$ cat src/rtl/ahb_slave_decoder.sv
// -----------------------------------------------------------------------------
// ahb_slave_decoder
//
// Purpose:
//   AHB-Lite address decoder and slave response multiplexer. A select field of
//   HADDR is decoded into one-hot HSEL lines during the address phase. The
//   target is registered on each accepted transfer (HREADY=1), and the
//   registered select routes the chosen slave's HRDATA/HREADYOUT/HRESP back to
//   the master during the data phase.
//
// Optional feature (macro AHB_DECODER_DEFAULT_SLAVE_EN):
//   Defined   - a built-in default slave serves unmapped select codes. An
//               unmapped NONSEQ/SEQ gets a two-cycle ERROR response. An
//               unmapped IDLE/BUSY completes with OKAY and no wait states.
//   Undefined - unmapped codes alias to slave 0. The data-phase select resets
//               to slave 0.
//
// Ports:
//   HCLK        in  1                      bus clock, rising edge
//   HRESET      in  1                      asynchronous active-high reset
//   HADDR       in  ADDR_WIDTH             master address (address phase)
//   HTRANS      in  2                      transfer type; bit 1 = NONSEQ/SEQ
//   HSEL        out NUM_SLAVES             one-hot slave select (combinational)
//   HRDATA_S    in  NUM_SLAVES*DATA_WIDTH  slave read data, slave i at
//                                          [i*DATA_WIDTH +: DATA_WIDTH]
//   HREADYOUT_S in  NUM_SLAVES             per-slave ready
//   HRESP_S     in  NUM_SLAVES             per-slave response (1 = ERROR)
//   HRDATA      out DATA_WIDTH             muxed read data
//   HREADY      out 1                      muxed ready to master and slaves
//   HRESP       out 1                      muxed response
// -----------------------------------------------------------------------------
module ahb_slave_decoder #(
    parameter int NUM_SLAVES = 3,
    parameter int SEL_LEN    = 2,
    parameter int SEL_LSB    = 30,
    parameter int ADDR_WIDTH = 32,
    parameter int DATA_WIDTH = 32
) (
    input  logic                             HCLK,
    input  logic                             HRESET,
    input  logic [ADDR_WIDTH-1:0]            HADDR,
    input  logic [1:0]                       HTRANS,
    output logic [NUM_SLAVES-1:0]            HSEL,
    input  logic [NUM_SLAVES*DATA_WIDTH-1:0] HRDATA_S,
    input  logic [NUM_SLAVES-1:0]            HREADYOUT_S,
    input  logic [NUM_SLAVES-1:0]            HRESP_S,
    output logic [DATA_WIDTH-1:0]            HRDATA,
    output logic                             HREADY,
    output logic                             HRESP
);

`ifdef AHB_DECODER_DEFAULT_SLAVE_EN
    // The default slave occupies the extra top entry of the data-phase select.
    localparam int DSEL_W  = NUM_SLAVES + 1;
    localparam int RST_IDX = NUM_SLAVES;
`else
    localparam int DSEL_W  = NUM_SLAVES;
    localparam int RST_IDX = 0;
`endif

    localparam logic [DSEL_W-1:0]  DSEL_RST     = DSEL_W'(1) << RST_IDX;
    // Slave count widened by one bit so that NUM_SLAVES == 2**SEL_LEN still fits.
    localparam logic [SEL_LEN:0]   NUM_SLAVES_W = (SEL_LEN + 1)'(NUM_SLAVES);

    logic [SEL_LEN-1:0]    w_code;
    logic                  w_mapped;
    logic [NUM_SLAVES-1:0] w_hsel;
    logic [DSEL_W-1:0]     w_dsel_dec;
    logic [DSEL_W-1:0]     r_dsel;
    logic [DATA_WIDTH-1:0] w_hrdata;
    logic                  w_hready;
    logic                  w_hresp;
    logic                  w_unused;

    // Only the select field of HADDR and HTRANS[1] carry meaning here.
    assign w_unused = ^{HADDR, HTRANS};

    assign w_code   = HADDR[SEL_LSB +: SEL_LEN];
    assign w_mapped = ({1'b0, w_code} < NUM_SLAVES_W);

    // Address-phase decode of the select code into one-hot HSEL.
    always_comb begin
        w_hsel = '0;
        for (int i = 0; i < NUM_SLAVES; i++) begin
            w_hsel[i] = w_mapped && (w_code == SEL_LEN'(i));
        end
`ifndef AHB_DECODER_DEFAULT_SLAVE_EN
        // Without a default slave, unmapped space aliases onto slave 0.
        w_hsel[0] = w_hsel[0] | ~w_mapped;
`endif
    end

    assign HSEL = w_hsel;

`ifdef AHB_DECODER_DEFAULT_SLAVE_EN
    assign w_dsel_dec = {~w_mapped, w_hsel};
`else
    assign w_dsel_dec = w_hsel;
`endif

    // Data-phase select: captures the decoded target on each accepted transfer.
    always_ff @(posedge HCLK or posedge HRESET) begin
        if (HRESET) begin
            r_dsel <= DSEL_RST;
        end else if (w_hready) begin
            r_dsel <= w_dsel_dec;
        end else begin
            r_dsel <= r_dsel;
        end
    end

`ifdef AHB_DECODER_DEFAULT_SLAVE_EN
    typedef enum logic [1:0] {
        ST_IDLE = 2'd0,
        ST_ERR1 = 2'd1,
        ST_ERR2 = 2'd2
    } def_state_t;

    def_state_t r_state;
    def_state_t w_state_next;
    logic       w_def_hready;
    logic       w_def_hresp;
    logic       w_err_accept;

    // An unmapped NONSEQ/SEQ accepted this edge starts a new error response.
    assign w_err_accept = w_hready & ~w_mapped & HTRANS[1];

    // Default-slave state register.
    always_ff @(posedge HCLK or posedge HRESET) begin
        if (HRESET) begin
            r_state <= ST_IDLE;
        end else begin
            r_state <= w_state_next;
        end
    end

    // Default-slave response outputs, decoded from the current state only.
    // Kept apart from next-state logic so HREADY feeds back without a loop.
    always_comb begin
        w_def_hready = 1'b1;
        w_def_hresp  = 1'b0;
        case (r_state)
            ST_IDLE: begin
                w_def_hready = 1'b1;
                w_def_hresp  = 1'b0;
            end
            ST_ERR1: begin
                w_def_hready = 1'b0;
                w_def_hresp  = 1'b1;
            end
            ST_ERR2: begin
                w_def_hready = 1'b1;
                w_def_hresp  = 1'b1;
            end
            default: begin
                w_def_hready = 1'b1;
                w_def_hresp  = 1'b0;
            end
        endcase
    end

    // Default-slave next-state logic.
    always_comb begin
        w_state_next = r_state;
        case (r_state)
            ST_IDLE: begin
                if (w_err_accept) begin
                    w_state_next = ST_ERR1;
                end else begin
                    w_state_next = ST_IDLE;
                end
            end
            ST_ERR1: begin
                // HREADY is low here, so nothing can be accepted.
                w_state_next = ST_ERR2;
            end
            ST_ERR2: begin
                if (w_err_accept) begin
                    w_state_next = ST_ERR1;
                end else begin
                    w_state_next = ST_IDLE;
                end
            end
            default: begin
                w_state_next = ST_IDLE;
            end
        endcase
    end
`endif

    // Data-phase response mux: AND-OR of all sources gated by the one-hot select.
    always_comb begin
        w_hrdata = '0;
        w_hready = 1'b0;
        w_hresp  = 1'b0;
        for (int i = 0; i < NUM_SLAVES; i++) begin
            w_hrdata = w_hrdata | (HRDATA_S[i*DATA_WIDTH +: DATA_WIDTH] & {DATA_WIDTH{r_dsel[i]}});
            w_hready = w_hready | (HREADYOUT_S[i] & r_dsel[i]);
            w_hresp  = w_hresp  | (HRESP_S[i]     & r_dsel[i]);
        end
`ifdef AHB_DECODER_DEFAULT_SLAVE_EN
        // The default slave returns zero data, so it only adds ready/response.
        w_hready = w_hready | (w_def_hready & r_dsel[NUM_SLAVES]);
        w_hresp  = w_hresp  | (w_def_hresp  & r_dsel[NUM_SLAVES]);
`endif
    end

    assign HRDATA = w_hrdata;
    assign HREADY = w_hready;
    assign HRESP  = w_hresp;

endmodule

$ cat config.mk
export PLATFORM = sky130hd
export DESIGN_NAME = ahb_slave_decoder
export DESIGN_NICKNAME = d
export VERILOG_FILES = /design/src/rtl/ahb_slave_decoder.sv
export SDC_FILE = /design/constraint.sdc
export NUM_CORES = 1
export LEC_CHECK = 0
export BUFFER_PORTS_ARGS = -buffer_cell sky130_fd_sc_hd__clkbuf_2
export CAP_MARGIN = 15
export CORE_MARGIN = 4
export CORE_UTILIZATION = 19
export CTS_CLUSTER_DIAMETER = 80
export DETAILED_ROUTE_END_ITERATION = 16
export PLACE_DENSITY = 0.76
export SLEW_MARGIN = 20
export SYNTH_ARGS = -nofsm -noshare
export SYNTH_HDL_FRONTEND = slang
export SYNTH_SLANG_ARGS = --single-unit
$ cat constraint.sdc
create_clock -name HCLK -period 1.4 [get_ports HCLK]
set_input_delay 0.07 -clock HCLK [delete_from_list [all_inputs] [get_ports HCLK]]
set_output_delay 0.07 -clock HCLK [all_outputs]
set_load 0.005 [all_outputs]
==> results.md <==
- Status: complete, but fails checks
- Failing checks: negative setup slack
- Max_cap viols: 0
- Critical path's top delay family: flip-flops
- Area Growth Syn to Fin: 125.5%
- Io pins: 175
- Htree depth: 1
- Int Pwr: 0.3066 mW
- CP Capture Type: primary output
- Net Sw Frac: 23.94%
- PwrDens: 261.7 nW/µm²
- Synth warnings: 0
- First DRT Iteration DRCs: 131
- Top Registers: r_dsel x3
- Net Count, Synth: 233
- Die Y: 67.96 µm
- Combinational Power Share: 41.1%
- Slew Limit Fails: 0
- Flip-flop and latch count after synthesis: 3
- Synth Flop Type: dfrtp_1
- Die area: 4619 µm²
- Via count: 1388
- CP Buf/Inv Count: 3
- Slew of the pin with the lowest slew margin: 0.3304 ns
- Worst Path Required: 1.33 ns
- Fin worst setup slack: -0.02715 ns
- Largest net degree at the start of global routing: 37
- Dominant cell type by area after synthesis: a222oi_1
- Clock Tree Root: clkbuf_4
- Share of cells above drive strength 1: 66.53%
- HP Class: primary input to flop
- Skew final: 0.001401 ns
- Mapped Cells: 93
- RePlAce Congestion: 0.6622
- Buffers added on ports: 142
- CTS Buffer Depth: 2
- Clock slew at reported path FFs: 0.04 ns
- Finished layout cell area: 1540 µm²
- Multi-input logic area: 414.1 µm²
- CP Cell Sequence: buf_6, a222oi_1, inv_1, clkbuf_2
- Final ANT Viol Nets: 0
- GRT overflow: 0
- CORE AREA: 3416 µm²
- DR vias/cell: 4.922
- CTS Buf Count: 3
- CP startpoint kind: flop
- Initial Util: 20.00%
- P_leak: 1.165 nW
- CP arrival: 1.36 ns
- P_sw: 0.09652 mW
- Storage cell area: 77.57 µm²
- Post-synth EDFFs: 0
- Width of the die: 67.96 µm
- Count leader, synth: inv_1
- Relative slew slack: 77.97%
- Fillcell total: 363
- Largest cells by area after synthesis: a222oi_1, inv_1, dfrtp_1
- Final-report setup violation count: 2
- Reg power frac: 21.7%
- Slowest stage cell, crit path: dfrtp_1
- # DRC: 0
- Sequential area share after synthesis: 11.17%
- Fmax: 0.7007 GHz
- Std cell rows: 21
- Slowest stage delay, CP: 0.40 ns
- Synth cell types: 13
- Fin. Hold Viols: 0
- Commonest cells in the netlist: inv_1, a222oi_1, clkbuf_1
- Clk sinks: 3
- N_diodes: 0
- Antenna violations before repair: 0
- Routed WL per cell: 13.14 µm
- Fin crit period: 1.427 ns
- Post-Synthesis Mean Instance Area: 7.346 µm²
- Post-synth ARST share: 100.0%
- DP Area: 1443 µm²
- First-pass GRT wire length: 5050 µm
- RSZ-0062 raised after global routing: true
- Total GRT Usage: 13.53%
- Reg with most FFs: r_dsel
- Share of the synthesized area in the top cell type: 49.82%
- DR pass1 iterations: 8
- # nets final: 377
- Maximum vdd drop: 0.2899 mV
- Largest register FFs: 3
- Clk_lat worst skew: 0.23 ns
- CTS tree: done
- Number of global-route vias before repair: 1221
- Final setup TNS: -0.04566 ns
- Hpwl dp: 3009 µm
- Setup CP Type: flop to primary output
- Clock power share: 37.2%
- WL final: 3705 µm
- Tcrit/Tclk final: 101.9%
- Mapped Area: 683.2 µm²
- Maximum fanout along the worst path: 20
-- routing by layer --
metal	wire (µm)	vias up	global-route usage [%]
met5	0	-	0
met4	9	0	3.722
met3	599	2	2.299
met2	1802	113	26.23
met1	1294	612	14.81
li1	-	661	-
-- cell type report --
| type | count | share of cell area, % |
|---|---|---|
| tap | 46 | 3.737 |
| multi-input combinational | 41 | 26.89 |
| clock buffer | 4 | 1.706 |
| sequential | 3 | 5.037 |
| timing repair buffer | 151 | 53.61 |
| inverter | 37 | 9.017 |
-- layout by cell type, fill, tap and decap left out --
cell	n
mux2_2	2
buf_4	2
a221oi_1	1
inv_1	37
clkbuf_1	1
a222oi_1	34
clkbuf_4	3
buf_6	4
dfrtp_1	1
buf_12	1
dfrtp_2	1
dfstp_2	1
a221o_1	1
dlygate4sd3_1	1
ha_1	2
clkbuf_2	142
clkbuf_16	1
o21a_1	1
-- power by group through the flow --
stage / registers [mW] / logic, mW / clock network [mW]
detailed placement: 0.0883 / 0.164 / 0
finish: 0.0873 / 0.166 / 0.150
global placement: 0.0883 / 0.158 / 0
CTS: 0.0873 / 0.167 / 0.157
floorplan: 0.0883 / 0.0116 / 0
global route: 0.0872 / 0.185 / 0.164
-- worst reg2reg max path: stages (launching register included) --
cell	delay (ns)
dfrtp_2	0.44
a222oi_1	0.26
buf_4	0.18
mux2_2	0.32
-- path summary, 6_finish.rpt --
path / from / endpoint / slack, ns / cells after the start
worst max-delay path: r_dsel[1] / HRDATA[24] / -0.03 / 4
worst min-delay path: HREADYOUT_S[1] / r_dsel[1] / 0.18 / 3
worst max register to register: r_dsel[2] / r_dsel[2] / 0.09 / 3
worst min register to register: r_dsel[0] / r_dsel[0] / 0.80 / 2
max in group asynchronous: HRESET / r_dsel[0] / 0.96 / 3
min in group asynchronous: HRESET / r_dsel[1] / 0.23 / 3
-- per-stage QoR --
stage / worst slack (ns) / std cells / util [%] / hold slack [ns] / total power [mW]
CTS: -0.003505 / 280 / 43.74 / 0.1724 / 0.4115
global route: -0.06968 / 282 / 45.09 / 0.1868 / 0.4357
finish: -0.02715 / 282 / 45.09 / 0.1786 / 0.4031
floorplan: 0.001863 / 93 / - / -0.1771 / 0.09993
global placement: 0.1380 / 275 / 42.23 / -0.08166 / 0.2467
detailed placement: 0.1229 / 275 / 42.23 / -0.07389 / 0.2519
-- timing repair --
item | CTS | global route
hold endpoints to repair | 3 | 0
resized for setup | 4 | 4
setup buffers | 0 | 1
hold buffers | 1 | 0
endpoints found under the setup margin | 27 | 32
cloned | 0 | 1
pin swaps | 4 | 16
-- kinds of logic (layout without fill, tap and decap cells) --
logic type / count (synthesis) / in the layout / share of synthesized area (%)
compound gates: 37 / 37 / 53.66
mux: 2 / 2 / 3.296
buf+inv: 49 / 192 / 28.20
flops: 3 / 3 / 11.17
fa+ha+maj: 2 / 2 / 3.662
(Power assumes the default switching activity.)
